<file path="config.mk">
export PLATFORM = sky130hd
export DESIGN_NAME = add_seq_arbiter_flat
export DESIGN_NICKNAME = d
export VERILOG_FILES = /design/src/rtl/add_seq_pkg.sv /design/src/rtl/add_seq_arbiter_if.sv /design/src/rtl/add_slice.sv /design/src/rtl/add_seq_arbiter.sv /design/src/flat_wrapper.sv
export SDC_FILE = /design/constraint.sdc
export NUM_CORES = 1
export LEC_CHECK = 0
export ABC_AREA = 1
export CORE_MARGIN = 5
export CORE_UTILIZATION = 48
export DETAILED_ROUTE_END_ITERATION = 10
export GPL_TIMING_DRIVEN = 0
export PLACE_DENSITY = 0.85
export RECOVER_POWER = 50
export SYNTH_ARGS = -nofsm -noshare
export SYNTH_HDL_FRONTEND = slang
export SYNTH_HIERARCHICAL = 1
export SYNTH_SLANG_ARGS = --single-unit
</file>
<file path="constraint.sdc">
create_clock -name clk -period 7.4 [get_ports clk]
set_clock_uncertainty 0.05 [all_clocks]
set_input_delay 2.22 -clock clk [delete_from_list [all_inputs] [get_ports clk]]
set_output_delay 2.22 -clock clk [all_outputs]
set_load 0.01 [all_outputs]
</file>
<file path="src/rtl/add_seq_pkg.sv">
// Shared definitions for the sequential slice-adder arbiter: FSM state
// encodings, default geometry and a helper for sizing the slice index.
package add_seq_pkg;

    // Default adder slice width (bits added per cycle) and slices per word.
    localparam int N_DEF = 2;
    localparam int K_DEF = 4;

    typedef enum logic [1:0] {
        ST_IDLE = 2'd0,
        ST_ADD  = 2'd1,
        ST_DONE = 2'd2
    } state_t;

    // Width of a counter that indexes k slices; never narrower than one bit,
    // so that k = 1 still yields a legal register.
    function automatic int idx_width(input int k);
        return (k > 1) ? $clog2(k) : 1;
    endfunction

endpackage

</file>
<file path="src/rtl/add_seq_arbiter_if.sv">
// Requester and result handshake bundle for add_seq_arbiter.
// master: the side issuing operand pairs and consuming results.
// slave:  the arbiter/adder itself.
interface add_seq_arbiter_if
    import add_seq_pkg::*;
#(
    parameter int W = N_DEF * K_DEF
);
    logic         req0_valid;
    logic         req0_ready;
    logic [W-1:0] req0_a;
    logic [W-1:0] req0_b;

    logic         req1_valid;
    logic         req1_ready;
    logic [W-1:0] req1_a;
    logic [W-1:0] req1_b;

    logic         res_valid;
    logic         res_ready;
    logic         res_id;
    logic [W-1:0] res_sum;
    logic         res_cout;

    modport master (
        output req0_valid, req0_a, req0_b,
        input  req0_ready,
        output req1_valid, req1_a, req1_b,
        input  req1_ready,
        input  res_valid, res_id, res_sum, res_cout,
        output res_ready
    );

    modport slave (
        input  req0_valid, req0_a, req0_b,
        output req0_ready,
        input  req1_valid, req1_a, req1_b,
        output req1_ready,
        output res_valid, res_id, res_sum, res_cout,
        input  res_ready
    );

endinterface

</file>
<file path="src/rtl/add_slice.sv">
// One N-bit slice of the ripple adder: a + b + cin, purely combinational.
module add_slice
    import add_seq_pkg::*;
#(
    parameter int N = N_DEF
) (
    input  logic [N-1:0] a,
    input  logic [N-1:0] b,
    input  logic         cin,
    output logic [N-1:0] sum,
    output logic         cout
);

    logic [N:0] total;

    // Widen to N+1 bits so the top bit captures the slice carry.
    assign total = {1'b0, a} + {1'b0, b} + {{N{1'b0}}, cin};
    assign sum   = total[N-1:0];
    assign cout  = total[N];

endmodule

</file>
<file path="src/rtl/add_seq_arbiter.sv">
// Two-requester round-robin arbiter in front of a multi-cycle adder that
// processes one N-bit slice per clock, K slices per W = N*K bit word.
//
//   state   | meaning
//   --------+---------------------------------------------------------
//   IDLE    | waiting for a request; the only state that grants
//   ADD     | adding slice idx_q into sum_q, carry in carry_q
//   DONE    | result presented on res_*, held until res_ready
module add_seq_arbiter
    import add_seq_pkg::*;
#(
    parameter int N = N_DEF,
    parameter int K = K_DEF
) (
    input  logic              clk,
    input  logic              rst_n,
    add_seq_arbiter_if.slave  bus
);

    localparam int W  = N * K;
    localparam int IW = idx_width(K);

    state_t        state;
    logic [W-1:0]  a_q;
    logic [W-1:0]  b_q;
    logic [W-1:0]  sum_q;
    logic          carry_q;
    logic          id_q;
    logic          ptr_q;
    logic          valid_q;
    logic [IW-1:0] idx_q;

    logic          grant_id;
    logic          ready0;
    logic          ready1;
    logic          accept;
    logic [N-1:0]  a_slice;
    logic [N-1:0]  b_slice;
    logic [N-1:0]  slice_sum;
    logic          slice_cout;

    // Round-robin pick: a lone requester wins; on a tie the one not
    // granted last wins. With nobody valid the choice is irrelevant.
    always_comb begin
        grant_id = 1'b0;
        if (bus.req0_valid && bus.req1_valid)
            grant_id = ~ptr_q;
        else
            grant_id = bus.req1_valid;
    end

    // Ready is offered only in IDLE and only to the granted, valid requester.
    always_comb begin
        ready0 = (state == ST_IDLE) && bus.req0_valid && !grant_id;
        ready1 = (state == ST_IDLE) && bus.req1_valid &&  grant_id;
        accept = ready0 || ready1;
    end

    // Select the operand slice currently being added.
    always_comb begin
        a_slice = a_q[int'(idx_q) * N +: N];
        b_slice = b_q[int'(idx_q) * N +: N];
    end

    add_slice #(.N(N)) u_slice (
        .a    (a_slice),
        .b    (b_slice),
        .cin  (carry_q),
        .sum  (slice_sum),
        .cout (slice_cout)
    );

    // Sequencer: capture on accept, ripple one slice per cycle, hold result.
    always_ff @(posedge clk or negedge rst_n) begin
        if (!rst_n) begin
            state   <= ST_IDLE;
            a_q     <= '0;
            b_q     <= '0;
            sum_q   <= '0;
            carry_q <= 1'b0;
            id_q    <= 1'b0;
            ptr_q   <= 1'b1;
            valid_q <= 1'b0;
            idx_q   <= '0;
        end else begin
            case (state)
                ST_IDLE: begin
                    if (accept) begin
                        a_q     <= grant_id ? bus.req1_a : bus.req0_a;
                        b_q     <= grant_id ? bus.req1_b : bus.req0_b;
                        id_q    <= grant_id;
                        ptr_q   <= grant_id;
                        idx_q   <= '0;
                        carry_q <= 1'b0;
                        state   <= ST_ADD;
                    end
                end
                ST_ADD: begin
                    sum_q[int'(idx_q) * N +: N] <= slice_sum;
                    carry_q <= slice_cout;
                    if (idx_q == IW'(K - 1)) begin
                        idx_q   <= '0;
                        valid_q <= 1'b1;
                        state   <= ST_DONE;
                    end else begin
                        idx_q <= idx_q + IW'(1);
                    end
                end
                ST_DONE: begin
                    // The consume edge never doubles as an accept edge.
                    if (bus.res_ready) begin
                        valid_q <= 1'b0;
                        state   <= ST_IDLE;
                    end
                end
                default: begin
                    valid_q <= 1'b0;
                    state   <= ST_IDLE;
                end
            endcase
        end
    end

    assign bus.req0_ready = ready0;
    assign bus.req1_ready = ready1;
    assign bus.res_valid  = valid_q;
    assign bus.res_id     = id_q;
    assign bus.res_sum    = sum_q;
    assign bus.res_cout   = carry_q;

endmodule

</file>
<file path="src/flat_wrapper.sv">
// flat-port wrapper written by rule: the top's interface ports become plain ports
module add_seq_arbiter_flat import add_seq_pkg::*;
#(
    parameter int N = N_DEF,
    parameter int K = K_DEF
)
  (clk, rst_n, bus_req0_valid, bus_req0_a, bus_req0_b, bus_req0_ready, bus_req1_valid, bus_req1_a, bus_req1_b, bus_req1_ready, bus_res_valid, bus_res_id, bus_res_sum, bus_res_cout, bus_res_ready);
  add_seq_arbiter_if #(.W((N * K))) bus_i ();
  input  logic clk;
  input  logic rst_n;
  input wire logic [$bits(bus_i.req0_valid)-1:0] bus_req0_valid;
  input wire logic [$bits(bus_i.req0_a)-1:0] bus_req0_a;
  input wire logic [$bits(bus_i.req0_b)-1:0] bus_req0_b;
  output wire logic [$bits(bus_i.req0_ready)-1:0] bus_req0_ready;
  input wire logic [$bits(bus_i.req1_valid)-1:0] bus_req1_valid;
  input wire logic [$bits(bus_i.req1_a)-1:0] bus_req1_a;
  input wire logic [$bits(bus_i.req1_b)-1:0] bus_req1_b;
  output wire logic [$bits(bus_i.req1_ready)-1:0] bus_req1_ready;
  output wire logic [$bits(bus_i.res_valid)-1:0] bus_res_valid;
  output wire logic [$bits(bus_i.res_id)-1:0] bus_res_id;
  output wire logic [$bits(bus_i.res_sum)-1:0] bus_res_sum;
  output wire logic [$bits(bus_i.res_cout)-1:0] bus_res_cout;
  input wire logic [$bits(bus_i.res_ready)-1:0] bus_res_ready;
  assign bus_i.req0_valid = bus_req0_valid;
  assign bus_i.req0_a = bus_req0_a;
  assign bus_i.req0_b = bus_req0_b;
  assign bus_req0_ready = bus_i.req0_ready;
  assign bus_i.req1_valid = bus_req1_valid;
  assign bus_i.req1_a = bus_req1_a;
  assign bus_i.req1_b = bus_req1_b;
  assign bus_req1_ready = bus_i.req1_ready;
  assign bus_res_valid = bus_i.res_valid;
  assign bus_res_id = bus_i.res_id;
  assign bus_res_sum = bus_i.res_sum;
  assign bus_res_cout = bus_i.res_cout;
  assign bus_i.res_ready = bus_res_ready;
  add_seq_arbiter #(.N(N), .K(K)) u_core (.clk(clk), .rst_n(rst_n), .bus(bus_i));
endmodule
</file>
==> results.toml <==
[status]
status = "finished with violations"
violations = "capacitance limit, slew limit"

[setup_path]
cp_cell_sequence = "clkdlybuf4s50_1, nand2_4, buf_2, a21oi_1, clkdlybuf4s50_1"
critical_path.top_delay_family = "buffers and inverters"
cp_common_cell = "clkdlybuf4s50_1"
path_class = "in2out"
crit_path_end_kind = "primary output"
crit_path_top_delay_cell = "clkdlybuf4s50_1"
path_max_fanout = 10
start_kind = "input port"
rrSetupSlack_ns = 4.39
worstPathRequired_ns = 5.13
critPathBufInv = 3
worstPathArrival_ns = 3.82
max_stage_delay_ns = 0.56

[synth]
syn_area_um2 = 1890
yosysUniqueCellTypes = 21
syn_nets = 305
syn_area_per_cell_um2 = 7.29
yosysSeqAreaShare = 0.423
ys_ff_latch = 32
synth_warnings = 6
netlist_instances = 260

[global_route]
grt_overflow = 0
antenna_found_initial = 0
grt_max_degree = 33
grt_first_pass_wirelength_um = 7210
track_usage = 0.173
grt_pass1_vias = 1787

[layout]
instances_no_fill = 365
drive_gt1_frac = 0.0726
mostFrequentLayoutCells = "115 x nand2_1, 47 x clkdlybuf4s50_1, 36 x nand3_1, 31 x dfrtp_1, 21 x inv_1"
area_delta_synth_final_pct = 32.8
multiInputGateArea_um2 = 936
seqCellArea_um2 = 802
fillerInstances = 351
fin_nets = 361
final_common_cell = "nand2_1"
num_antenna_cells = 0

[floorplanning]
num_io_pins = 50
die_w_um = 72.8
core_um2 = 3740
dieArea_um2 = 5300
rows = 22
die_h_um = 72.8
start_util = 0.506

[cts]
post_cts_buffers = 0
hold_buffers = 0
cts_resized = 0
clock_sinks = 32
cts_made_buffers = 5
htreeDepth = 2
clock-root-buffer = "clkbuf_8"
clock_latency_ns = 0.28
cts.path.max_buffers = 2
clk_pin_slew_ns = 0.06
cts_tree = "done"

[sta]
hold_viol_final = 0
worst_slack_ns = 1.31
tns_ns = 0
post-route-min-period_ns = 6.09
post-route-period-util = 0.823
maxSlewViolCount = 33
tightest_slew_ns = 1.66
setup_viol = 0
maxSlewHeadroom = -0.104
rsz0062_at_grt = "no"
max_clock_freq_mhz = 164

[pwr]
leakage_nw = 1.34
p_sw_mw = 0.394
seqPwrFrac = 0.335
switching_share = 0.428
p_clk_frac = 0.136
p_int_mw = 0.527
ir_drop_uv = 135
power.density_nw_per_um2 = 366
power_frac_comb = 0.530

[placed_design]
port-buffer-count = 49
dp_hpwl_um = 3240
placedCellCount = 357
gp_congestion = 0.825
place_ws_ns = 1.30

[routing]
num_vias = 1751
viasPerCell = 4.80
wl_um = 4050
post-route-drc-count = 0
ant_nets = 0
wl_per_cell_um = 11.1
drtIter0Drc = 52
dr.pass1.iters = 4

[flow_run]
maxCapViolations = 1

[worst_hold_path]
hp-class = "reg2reg"
## synthesized netlist by cell type
cell      instances  share of area
nand3_1          36          0.095
nand3_2           1         0.0053
a21oi_1           1         0.0026
nand3b_1          1         0.0040
nor2_4            1         0.0059
buf_6             2          0.012
inv_1            21          0.042
dfstp_2           1          0.014
buf_4             4          0.016
fa_1              2          0.021
nand4_1           1         0.0033
nor2_1           14          0.028
nand2_4           3          0.018
dfrtp_1          31           0.41
buf_2             5          0.013
nand2_2           1         0.0033
nor2_2            1         0.0033
nand2_1         115           0.23
o22ai_1           4          0.013
o21ai_0           9          0.024
ha_1              6          0.040
## power by group through the flow
stage | combinational [mW] | sequential, mW | clock [mW]
after CTS | 0.498 | 0.309 | 0.131
after floorplan | 0.339 | 0.309 | 0
final | 0.488 | 0.308 | 0.125
after global routing | 0.567 | 0.318 | 0.136
after detailed placement | 0.496 | 0.311 | 0
after global placement | 0.482 | 0.307 | 0
## final timing paths
check / cells after the start / startpoint / end
worst max-delay path: 5 / bus_req0_valid / bus_req0_ready
worst min-delay path: 2 / u_core/bus.res_sum[1]$_DFFE_PN0P_ / u_core/bus.res_sum[1]$_DFFE_PN0P_
worst max register to register: 13 / u_core/idx_q[0]$_DFFE_PN0P_ / u_core/bus.res_sum[3]$_DFFE_PN0P_
worst min register to register: 2 / u_core/bus.res_sum[1]$_DFFE_PN0P_ / u_core/bus.res_sum[1]$_DFFE_PN0P_
max in group asynchronous: 1 / rst_n / u_core/a_q[4]$_DFFE_PN0P_
min in group asynchronous: 1 / rst_n / u_core/bus.res_sum[6]$_DFFE_PN0P_
## per-layer routing
layer	global-route usage	vias to the layer above	part of all wire
li1	-	923	-
met1	0.193	760	0.41
met4	0.0697	0	0.023
met5	0	-	0
met2	0.305	57	0.48
met3	0.0537	11	0.085
## logic make-up after synthesis
family / Yosys count / share of synthesized area
AO/OA/AOI/OAI: 14 / 0.0396
AND/OR/NAND/NOR: 174 / 0.394
adder cells (fa/ha/maj): 8 / 0.0608
flip-flops: 32 / 0.423
buffers and inverters: 32 / 0.0826
## tightest hold or removal path: cells and delay by family (launching register included)
family / cells / cell delay, ns
flops: 1 / 0.34
simple gates: 2 / 0.11
## state kept, by name (all words and copies together) (netlist names)
signal,cells
u_core/a_q,8
u_core/b_q,8
u_core/bus.res_cout,1
u_core/bus.res_id,1
u_core/bus.res_sum,8
u_core/bus.res_valid,1
u_core/idx_q,2
u_core/ptr_q,1
u_core/state,2
## cell type report
type / instances / area share
timing repair buffer: 49 / 0.193
multi-input combinational: 196 / 0.372
clock inverter: 1 / 0.00199
sequential: 32 / 0.319
buffer: 11 / 0.0289
clock buffer: 7 / 0.0303
tap: 48 / 0.0239
inverter: 21 / 0.0313
## per-stage QoR
stage / power (mW) / util / instance area [µm²] / hold WS, ns
floorplan: 0.648 / - / 1890 / 0.413
global placement: 0.788 / 0.653 / 2440 / 0.407
detailed placement: 0.808 / 0.653 / 2440 / 0.417
CTS: 0.938 / 0.675 / 2530 / 0.435
global route: 1.02 / 0.672 / 2510 / 0.446
finish: 0.921 / 0.672 / 2510 / 0.434
No activity file was read; power rests on OpenSTA's default activity.
